`src/rtl/pc_upstream_packer_if.sv`:
```
// Upstream report channels (spike-filter, heartbeat) and the PC-bound word channel.
// slave is the packer's view; master is the surrounding fabric (sources and PC sink).
interface pc_upstream_packer_if #(
  parameter int Ncode      = 8,
  parameter int Nconf      = 16,
  parameter int N_SF_filts = 10,
  parameter int N_SF_state = 27,
  parameter int N_TM_time  = 48
);
  logic                    SF_out_v;
  logic                    SF_out_a;
  logic [N_SF_filts-1:0]   SF_out_filt_idx;
  logic [N_SF_state-1:0]   SF_out_state;
  logic                    TM_hb_v;
  logic                    TM_hb_a;
  logic [N_TM_time-1:0]    TM_hb_time;
  logic                    PC_out_v;
  logic                    PC_out_a;
  logic [Ncode+Nconf-1:0]  PC_out_d;

  modport slave (
    input  SF_out_v, SF_out_filt_idx, SF_out_state,
    input  TM_hb_v, TM_hb_time,
    input  PC_out_a,
    output SF_out_a, TM_hb_a,
    output PC_out_v, PC_out_d
  );

  modport master (
    output SF_out_v, SF_out_filt_idx, SF_out_state,
    output TM_hb_v, TM_hb_time,
    output PC_out_a,
    input  SF_out_a, TM_hb_a,
    input  PC_out_v, PC_out_d
  );
endinterface

```
`src/rtl/pc_upstream_packer.sv`:
```
// Serialises spike-filter and heartbeat reports into {code, payload} chunks for the PC link,
// least-significant chunk first, with round-robin arbitration between the two sources.
module pc_upstream_packer #(
  parameter int Nconf      = 16,
  parameter int Ncode      = 8,
  parameter int N_SF_filts = 10,
  parameter int N_SF_state = 27,
  parameter int N_TM_time  = 48,
  parameter logic [Ncode-3:0] SF_src_id = 6'h10,
  parameter logic [Ncode-3:0] HB_src_id = 6'h11
) (
  input logic                  clk,
  input logic                  reset,
  pc_upstream_packer_if.slave  bus
);

  localparam int SF_W       = N_SF_filts + N_SF_state;
  localparam int SF_CHUNKS  = (SF_W + Nconf - 1) / Nconf;
  localparam int HB_CHUNKS  = (N_TM_time + Nconf - 1) / Nconf;
  localparam int MAX_CHUNKS = (SF_CHUNKS > HB_CHUNKS) ? SF_CHUNKS : HB_CHUNKS;
  localparam int MSG_W      = MAX_CHUNKS * Nconf;
  localparam int CNT_W      = (MAX_CHUNKS > 4) ? $clog2(MAX_CHUNKS) : 2;

  localparam logic [CNT_W-1:0] SF_LAST = CNT_W'(SF_CHUNKS - 1);
  localparam logic [CNT_W-1:0] HB_LAST = CNT_W'(HB_CHUNKS - 1);

  typedef enum logic {IDLE, SEND} state_t;
  typedef enum logic {SRC_SF, SRC_HB} src_t;

  state_t             state_q, state_d;
  src_t               src_q, last_q;
  logic [CNT_W-1:0]   cnt_q;
  logic [MSG_W-1:0]   msg_q;
  logic               grant_sf, grant_hb;
  logic               last_chunk;
  logic [Ncode-1:0]   code;

  assign last_chunk = (cnt_q == ((src_q == SRC_HB) ? HB_LAST : SF_LAST));

  // Grant only in IDLE; on a tie the source not served last wins
  always_comb begin
    state_d  = state_q;
    grant_sf = 1'b0;
    grant_hb = 1'b0;
    case (state_q)
      IDLE: begin
        if (bus.SF_out_v && (!bus.TM_hb_v || last_q == SRC_HB)) begin
          grant_sf = 1'b1;
          state_d  = SEND;
        end else if (bus.TM_hb_v) begin
          grant_hb = 1'b1;
          state_d  = SEND;
        end
      end
      SEND: begin
        if (bus.PC_out_a && last_chunk) state_d = IDLE;
      end
      default: state_d = IDLE;
    endcase
  end

  always_ff @(posedge clk or negedge reset) begin
    if (!reset) begin
      state_q <= IDLE;
      src_q   <= SRC_SF;
      last_q  <= SRC_HB;
      cnt_q   <= '0;
      msg_q   <= '0;
    end else begin
      state_q <= state_d;
      if (grant_sf) begin
        src_q  <= SRC_SF;
        last_q <= SRC_SF;
        cnt_q  <= '0;
        msg_q  <= MSG_W'({bus.SF_out_filt_idx, bus.SF_out_state});
      end else if (grant_hb) begin
        src_q  <= SRC_HB;
        last_q <= SRC_HB;
        cnt_q  <= '0;
        msg_q  <= MSG_W'(bus.TM_hb_time);
      end else if (state_q == SEND && bus.PC_out_a && !last_chunk) begin
        cnt_q  <= cnt_q + 1'b1;
        msg_q  <= msg_q >> Nconf;
      end
    end
  end

  // Output word comes straight from registers; PC_out_a only steers the next state
  assign code         = {(src_q == SRC_HB) ? HB_src_id : SF_src_id, cnt_q[1:0]};
  assign bus.PC_out_v = (state_q == SEND);
  assign bus.PC_out_d = (state_q == SEND) ? {code, msg_q[Nconf-1:0]} : '0;
  assign bus.SF_out_a = grant_sf;
  assign bus.TM_hb_a  = grant_hb;

endmodule

```
`src/flat_wrapper.sv`:
```
// flat-port wrapper written by rule: the top's interface ports become plain ports
module pc_upstream_packer_flat 
#(
  parameter int Nconf      = 16,
  parameter int Ncode      = 8,
  parameter int N_SF_filts = 10,
  parameter int N_SF_state = 27,
  parameter int N_TM_time  = 48,
  parameter logic [Ncode-3:0] SF_src_id = 6'h10,
  parameter logic [Ncode-3:0] HB_src_id = 6'h11
)
  (clk, reset, bus_SF_out_v, bus_SF_out_filt_idx, bus_SF_out_state, bus_TM_hb_v, bus_TM_hb_time, bus_PC_out_a, bus_SF_out_a, bus_TM_hb_a, bus_PC_out_v, bus_PC_out_d);
  pc_upstream_packer_if #(.Ncode(Ncode), .Nconf(Nconf), .N_SF_filts(N_SF_filts), .N_SF_state(N_SF_state), .N_TM_time(N_TM_time)) bus_i ();
  input logic clk;
  input logic reset;
  input wire logic [$bits(bus_i.SF_out_v)-1:0] bus_SF_out_v;
  input wire logic [$bits(bus_i.SF_out_filt_idx)-1:0] bus_SF_out_filt_idx;
  input wire logic [$bits(bus_i.SF_out_state)-1:0] bus_SF_out_state;
  input wire logic [$bits(bus_i.TM_hb_v)-1:0] bus_TM_hb_v;
  input wire logic [$bits(bus_i.TM_hb_time)-1:0] bus_TM_hb_time;
  input wire logic [$bits(bus_i.PC_out_a)-1:0] bus_PC_out_a;
  output wire logic [$bits(bus_i.SF_out_a)-1:0] bus_SF_out_a;
  output wire logic [$bits(bus_i.TM_hb_a)-1:0] bus_TM_hb_a;
  output wire logic [$bits(bus_i.PC_out_v)-1:0] bus_PC_out_v;
  output wire logic [$bits(bus_i.PC_out_d)-1:0] bus_PC_out_d;
  assign bus_i.SF_out_v = bus_SF_out_v;
  assign bus_i.SF_out_filt_idx = bus_SF_out_filt_idx;
  assign bus_i.SF_out_state = bus_SF_out_state;
  assign bus_i.TM_hb_v = bus_TM_hb_v;
  assign bus_i.TM_hb_time = bus_TM_hb_time;
  assign bus_i.PC_out_a = bus_PC_out_a;
  assign bus_SF_out_a = bus_i.SF_out_a;
  assign bus_TM_hb_a = bus_i.TM_hb_a;
  assign bus_PC_out_v = bus_i.PC_out_v;
  assign bus_PC_out_d = bus_i.PC_out_d;
  pc_upstream_packer #(.Nconf(Nconf), .Ncode(Ncode), .N_SF_filts(N_SF_filts), .N_SF_state(N_SF_state), .N_TM_time(N_TM_time), .SF_src_id(SF_src_id), .HB_src_id(HB_src_id)) u_core (.clk(clk), .reset(reset), .bus(bus_i));
endmodule
```
`config.mk`:
```
export PLATFORM = sky130hd
export DESIGN_NAME = pc_upstream_packer_flat
export DESIGN_NICKNAME = d
export VERILOG_FILES = /design/src/rtl/pc_upstream_packer_if.sv /design/src/rtl/pc_upstream_packer.sv /design/src/flat_wrapper.sv
export SDC_FILE = /design/constraint.sdc
export NUM_CORES = 1
export LEC_CHECK = 0
export CAP_MARGIN = 0
export CORE_ASPECT_RATIO = 1.1
export CORE_MARGIN = 5
export CORE_UTILIZATION = 25
export CTS_BUF_LIST = sky130_fd_sc_hd__clkbuf_8
export CTS_CLUSTER_SIZE = 24
export DETAILED_ROUTE_END_ITERATION = 8
export PLACE_DENSITY = 0.55
export SLEW_MARGIN = 5
export SYNTH_ARGS = -nofsm -noshare
export SYNTH_HDL_FRONTEND = slang
export SYNTH_SLANG_ARGS = --single-unit
```
`constraint.sdc`:
```
create_clock -name clk -period 4.2 [get_ports clk]
set_input_delay 0.84 -clock clk [delete_from_list [all_inputs] [get_ports clk]]
set_output_delay 0.84 -clock clk [all_outputs]
set_load 0.03 [all_outputs]
```
### Yosys cells after proc, flatten, opt, wreduce, memory -nomap -nowiden

Cells that the tools add are included.

* logic and storage cells: 35
* bits in registers: 53
* input port bits: 90

* $add $sub $neg: 1
* reductions and logical operators: 9
* equality and inequality tests: 1
* multiplexer cells: 18
* bitwise gates (word level): 1

Operator list (number)
* $mux 48: 3
* $mux 24: 1
* $mux 1: 10
* $mux 2: 3
* $logic_and 1x1->1: 4
* $reduce_bool 3->1: 1
* $add 2x1->2 const B: 1
* $eq 2x2->1 const B: 1
* $logic_not 1->1: 2
* $pmux 1 s2: 1
* $reduce_bool 2->1: 1
* $logic_or 1x1->1: 1
* $not 1->1: 1

### Logic depth before layout (Yosys ltp)

Gate-level depths: netlist of run 1.

* depth in word-level cells: 7
* gate-level depth with buffers: 8
* mapped depth without buffers: 5

### Worst setup path before layout of run 1

OpenSTA, ideal clock, no wires.

* path kind: input -> output
* start: input port bus_TM_hb_v
* end: output port bus_SF_out_a
* cell stages on the path: 3
* data arrival time: 1987 ps
* path slack: 1373 ps
* path buffers: 1
* cells stage by stage: nor2b_1 > clkbuf_1 > nor3_1

* word-level cells in the longest chain between the ends: 5

RTL lines
* start: declaration: RTL line flat_wrapper.sv:19 `input wire logic [$bits(bus_i.TM_hb_v)-1:0] bus_TM_hb_v;`
* $logic_not 1->1: RTL line pc_upstream_packer.sv:47 `if (bus.SF_out_v && (!bus.TM_hb_v || last_q == SRC_HB)) begin`
* $logic_or 1x1->1: RTL line pc_upstream_packer.sv:47
* $logic_and 1x1->1: RTL line pc_upstream_packer.sv:47
* $mux 1: RTL line pc_upstream_packer.sv:47
* $mux 1: RTL line pc_upstream_packer.sv:45 `case (state_q)`
* end: declaration: RTL line flat_wrapper.sv:22 `output wire logic [$bits(bus_i.SF_out_a)-1:0] bus_SF_out_a;`

Every way passes these cells.

### Worst setup path after layout of run 1

Same ends and word-level chain as after synthesis.

==> summary.md, run 1 <==
| Metric | Value |
|---|---|
| Post-synthesis register bit count | `53` |
| Die ar. | `14,200 µm²` |
| Area Overhead vs Synth | `43.8%` |
| I/O Pins | `117` |
| Comb power frac | `58.8%` |
| Crit path cell chain | `clkdlybuf4s50_1 -> nor2b_2 -> nor3_1 -> buf_4` |
| Unique masters post-synth | `31` |
| Worst endpoint data arrival time | `2.28 ns` |
| Async set-reset flop share out of synthesis | `100%` |
| Mapped Avg Cell Area | `10.4 µm²` |
| Inst Count DP | `520` |
| Core ar. | `11,600 µm²` |
| Dpl cell area | `4190 µm²` |
| Layout Nets | `468` |
| Post-synth EDFFs | `0` |
| # hold bufs at CTS | `0` |
| Vias post-DR | `2,613` |
| First-pass GRT wire length | `15,400 µm` |
| H-tree levels | `2` |
| Net Sw Frac | `44.8%` |
| Antenna Violating Nets Remaining | `0` |
| Data required, critical path | `3.36 ns` |
| Predominant post-synthesis flop cell | `dfrtp_1` |
| HP Class | `flop to flop` |
| Worst-case reg-to-reg path depth | `4` |
| Starting DRT DRC Count | `165` |
| Final hold viol count | `0` |
| Post-layout min period | `3.12 ns` |
| DRT Pass-1 Iters | `4` |
| Hold Crit Depth | `2` |
| Die Span Y | `124 µm` |
| Remaining DRCs | `0` |
| Clock network power share | `9.9%` |
| Hpwl dp | `6920 µm` |
| Final non-filler cell total | `528` |
| Critical Path End Type | `primary output` |
| DRT Wirelength | `9490 µm` |
| Syn. warnings | `0` |
| Fin worst setup slack | `1.08 ns` |
| RSZ-0062 raised after global routing | `false` |
| CTS tree | `done` |
| Fillers | `1,177` |
| Pwr dens | `702 nW/µm²` |
| Net Sw Power | `1.35 mW` |
| Vias in the first global route | `2,851` |
| Cell Rows | `41` |
| CP peak stage delay | `0.55 ns` |
| Final setup viols | `0` |
| Overall power | `3.00 mW` |
| Sequential share of the synthesized area | `44.6%` |
| Clk buf depth | `2` |
| Internal cell power | `1.66 mW` |
| Worst-path clk slew | `0.10 ns` |
| Resize count post-CTS | `0` |
| WL/cell | `18.0 µm` |
| Crit-path max FO | `6` |
| Cells after Synth | `285` |
| Flop pwr share | `31.3%` |
| Grt ovf | `0` |
| CTS root buffer | `clkbuf_8` |
| Setup Buffers After CTS | `0` |
| CTS sink count | `53` |
| Global-route total usage across every layer | `13.3%` |
| Worst path slowest cell | `nor3_1` |
| Latest clock arrival within the worst-skew pair | `0.30 ns` |
| Most frequent cells in the layout | `clkdlybuf4s50_1, dfrtp_1, nor2_1` |
| Maxcap violations | `0` |
| Clock skew | `0.00438 ns` |
| Initial core utilization | `25.7%` |
| Largest net degree at the start of global routing | `54` |
| Final Util | `36.9%` |
| Max Clk Rate | `320 MHz` |
| Gp weighted congestion | `0.730` |
| Peak VDD IR | `223 µV` |
| Worst slew pin tran | `1.07 ns` |
| Share of cells above drive strength 1 | `14.8%` |
| Tcrit/Tclk final | `74.4%` |
| Setup TNS | `0 ns` |
| Most common cell after layout, fill and taps aside | `clkdlybuf4s50_1` |
| Setup Crit Path Kind | `primary input to primary output` |
| Final instance area | `4280 µm²` |
| ANT cells | `0` |
| Slew Limit Fails | `0` |
| Worst slack at placement | `1.06 ns` |
| Startpoint class of the critical path | `primary input` |
| Initial antenna violation count | `0` |
| Outcome | `finished, final reports clean` |
| Port Buffer Count | `112` |
| Slew margin rel. | `28.3%` |
| Pleak | `1.62 nW` |
| Vias/cell | `4.95` |
| Die width | `114 µm` |
| Mapped cell area | `2980 µm²` |
| Hold_ws | `0.496 ns` |
| Total CTS buffers | `5` |
cell usage after synthesis (5+ instances only):
cell,count,area share (%)
buf_2,6,1.0
inv_1,5,0.63
nor2_1,37,4.7
a22o_1,11,3.2
a221o_1,5,1.7
o32ai_1,32,9.4
nor3_1,33,5.5
nor3b_1,5,1.3
and2_1,17,3.6
clkbuf_1,24,3.0
dfrtp_1,52,44
buf_4,9,2.3
a221oi_2,29,15
registers in the layout, indices dropped and copies added (netlist names):
register and flops:
u_core.msg_q 48, u_core.bus.PC_out_v 1, u_core.src_q 1, u_core.cnt_q 2, u_core.last_q 1
routing by layer:
layer	vias to the layer above	global-route usage, %	share of wire (%)
met5	-	0	0
met4	0	2.31	0.91
met1	1241	17.8	45
met3	6	3.64	6.5
met2	78	21.6	47
li1	1288	-	-
area by class of cell:
| cell class | instances | area (µm²) | share of cell area [%] |
|---|---|---|---|
| Multi-Input combinational cell | 189 | 1450 | 33.9 |
| Clock inverter | 3 | 26.3 | 0.614 |
| Inverter | 6 | 22.5 | 0.526 |
| Clock buffer | 5 | 68.8 | 1.61 |
| Tap cell | 150 | 188 | 4.38 |
| Sequential cell | 53 | 1330 | 31.0 |
| Timing Repair Buffer | 122 | 1200 | 28.0 |
kinds of logic (layout without fill, tap and decap cells):
group | count (synthesis) | count (layout) | synth area share (%)
fa+ha+maj | 1 | 1 | 0.420
flops | 53 | 53 | 44.6
buf+inv | 46 | 136 | 7.18
compound gates | 86 | 86 | 31.3
simple gates | 97 | 97 | 16.1
xor+xnor | 1 | 1 | 0.294
other cells | 1 | 4 | 0.126
worst paths after layout:
check	slack, ns	startpoint	end
worst max register to register	1.38	u_core.bus.PC_out_v	u_core.msg_q[30]
min in group asynchronous	0.65	reset	u_core.src_q
worst min-delay path	0.50	u_core.last_q	u_core.last_q
max in group asynchronous	3.10	reset	u_core.msg_q[26]
worst min register to register	0.50	u_core.last_q	u_core.last_q
worst max-delay path	1.08	bus_TM_hb_v	bus_SF_out_a
critical path: cells and delay by family:
family / cells / cell delay, ns
simple gates: 2 / 0.72
buf+inv: 2 / 0.71
power by group through the flow:
stage	logic (mW)	registers, mW	clock network [mW]
floorplan	1.28	0.876	0
global placement	1.75	0.946	0
detailed placement	1.78	0.952	0
CTS	1.79	0.941	0.310
global route	1.93	0.977	0.332
finish	1.77	0.940	0.299
No activity file was read; power rests on OpenSTA's default activity.
==> inputs of run 2 (changes only) <==
==> constraint.sdc (replaced) <==
create_clock -name clk -period 3.05 [get_ports clk]
set_input_delay 0.61 -clock clk [delete_from_list [all_inputs] [get_ports clk]]
set_output_delay 0.61 -clock clk [all_outputs]
set_load 0.03 [all_outputs]
==> run 2 against run 1 <==
Sequential cell count stayed put. Clock power up 68%. Global-route usage is 0.20 points higher. First-iteration DRC count fell by 17%. Sequential power up 37%. Largest cell class unchanged. Largest power group unchanged.
==> summary.md, run 2 (same netlist as run 1, synthesis figures left out) <==
| Metric | Value |
|---|---|
| Hpwl dp | `6870 µm` |
| Pwr dens | `980 nW/µm²` |
| Gp weighted congestion | `0.719` |
| Remaining DRCs | `0` |
| Worst endpoint data arrival time | `2.26 ns` |
| Global-route total usage across every layer | `13.5%` |
| Share of cells above drive strength 1 | `15.3%` |
| CTS root buffer | `clkbuf_8` |
| Antenna Violating Nets Remaining | `0` |
| DRT Wirelength | `9690 µm` |
| Port Buffer Count | `112` |
| Vias post-DR | `2,653` |
| Final setup viols | `0` |
| Grt ovf | `0` |
| I/O Pins | `117` |
| Die ar. | `14,200 µm²` |
| DRT Pass-1 Iters | `4` |
| CTS tree | `done` |
| Startpoint class of the critical path | `flop` |
| RR Startpoint | `u_core.bus.PC_out_v` |
| Maxcap violations | `0` |
| Crit-path max FO | `34` |
| Die width | `114 µm` |
| Peak VDD IR | `527 µV` |
| Largest register FFs | `48` |
| Fillers | `1,171` |
| Pleak | `1.64 nW` |
| Post-layout min period | `2.87 ns` |
| Tcrit/Tclk final | `94.1%` |
| HP Class | `primary input to async pin` |
| Worst slew pin tran | `1.06 ns` |
| Max Clk Rate | `348 MHz` |
| Worst-path clk slew | `0.10 ns` |
| Resize count post-CTS | `0` |
| Latest clock arrival within the worst-skew pair | `0.30 ns` |
| Worst-case reg-to-reg path depth | `3` |
| Starting DRT DRC Count | `137` |
| Final Util | `37.1%` |
| H-tree levels | `2` |
| CTS sink count | `53` |
| Initial core utilization | `25.7%` |
| Largest net degree at the start of global routing | `67` |
| Core ar. | `11,600 µm²` |
| Top flop regs | `u_core.msg_q (48), u_core.cnt_q (2)` |
| RSZ-0062 raised after global routing | `false` |
| Vias in the first global route | `2,911` |
| Slew Limit Fails | `0` |
| Die Span Y | `124 µm` |
| Clock skew | `0.00727 ns` |
| Reg with most FFs | `u_core.msg_q` |
| Critical Path End Type | `primary output` |
| Final hold viol count | `0` |
| Data required, critical path | `2.44 ns` |
| Setup Buffers After CTS | `0` |
| Layout Nets | `468` |
| ANT cells | `0` |
| Most common cell after layout, fill and taps aside | `clkdlybuf4s50_1` |
| # hold bufs at CTS | `0` |
| WL/cell | `18.3 µm` |
| Most frequent cells in the layout | `clkdlybuf4s50_1, dfrtp_1, nor2_1` |
| Outcome | `finished, final reports clean` |
| Cell Rows | `41` |
| Setup TNS | `0 ns` |
| Area Overhead vs Synth | `44.5%` |
| Setup Crit Path Kind | `flop to primary output` |
| Vias/cell | `5.02` |
| Slew margin rel. | `29.2%` |
| Total CTS buffers | `5` |
| Initial antenna violation count | `0` |
| Clk buf depth | `2` |
| CP startpoint | `u_core.bus.PC_out_v` |
| First-pass GRT wire length | `15,600 µm` |
==> run 2: cell count changes in the layout (fill, tap and decap cells not counted), sizes merged <==
cell,delta
buf,+2
clkinvlp,-1
clkbuf,+1
clkdlybuf4s50,-2
inv,-1
bufinv,+1
==> run 2: cell type report <==
cell class	instances	area (µm²)	share of cell area (%)
tap	150	188	4.36
sequential	53	1330	30.9
clock buffer	6	82.6	1.92
timing repair buffer	122	1190	27.7
inverter	6	22.5	0.524
multi-input combinational	189	1450	33.7
clock inverter	2	37.5	0.873
==> run 2: per-layer routing <==
layer | GRT usage, % | wire (µm)
met5 | 0 | 0
met1 | 18.6 | 4500
met3 | 2.92 | 545
met4 | 2.10 | 58
met2 | 22.0 | 4590
==> run 2: through the flow <==
step / instances / hold WS (ns) / setup slack (ns) / area, µm² / total power [mW]
after floorplan: 288 / 0.314 / 0.683 / 2990 / 2.97
after global placement: 520 / 0.472 / 0.478 / 4180 / 3.71
after detailed placement: 520 / 0.474 / 0.424 / 4180 / 3.75
after CTS: 528 / 0.301 / 0.112 / 4300 / 4.27
after global routing: 528 / 0.321 / 0.0275 / 4300 / 4.51
final: 528 / 0.290 / 0.179 / 4300 / 4.22
==> run 2: power breakdown <==
part / internal, mW / switching [mW]
registers: 1.05 / 0.242
logic: 1.05 / 1.37
clock network: 0.267 / 0.236
total: 2.37 / 1.85
==> run 2: critical path: stages (launching register included) <==
cell	delay, ns
dfrtp_1	1.00
and2_1	0.26
clkdlybuf4s50_1	0.69
==> run 2: path summary, 6_finish.rpt <==
path / slack (ns) / to
worst max register to register: 0.50 / u_core.msg_q[16]
worst min register to register: 0.49 / u_core.last_q
min in group clk: 0.49 / u_core.last_q
max in group asynchronous: 1.96 / u_core.msg_q[26]
worst min-delay path: 0.29 / u_core.src_q
worst max-delay path: 0.18 / bus_PC_out_d[4]
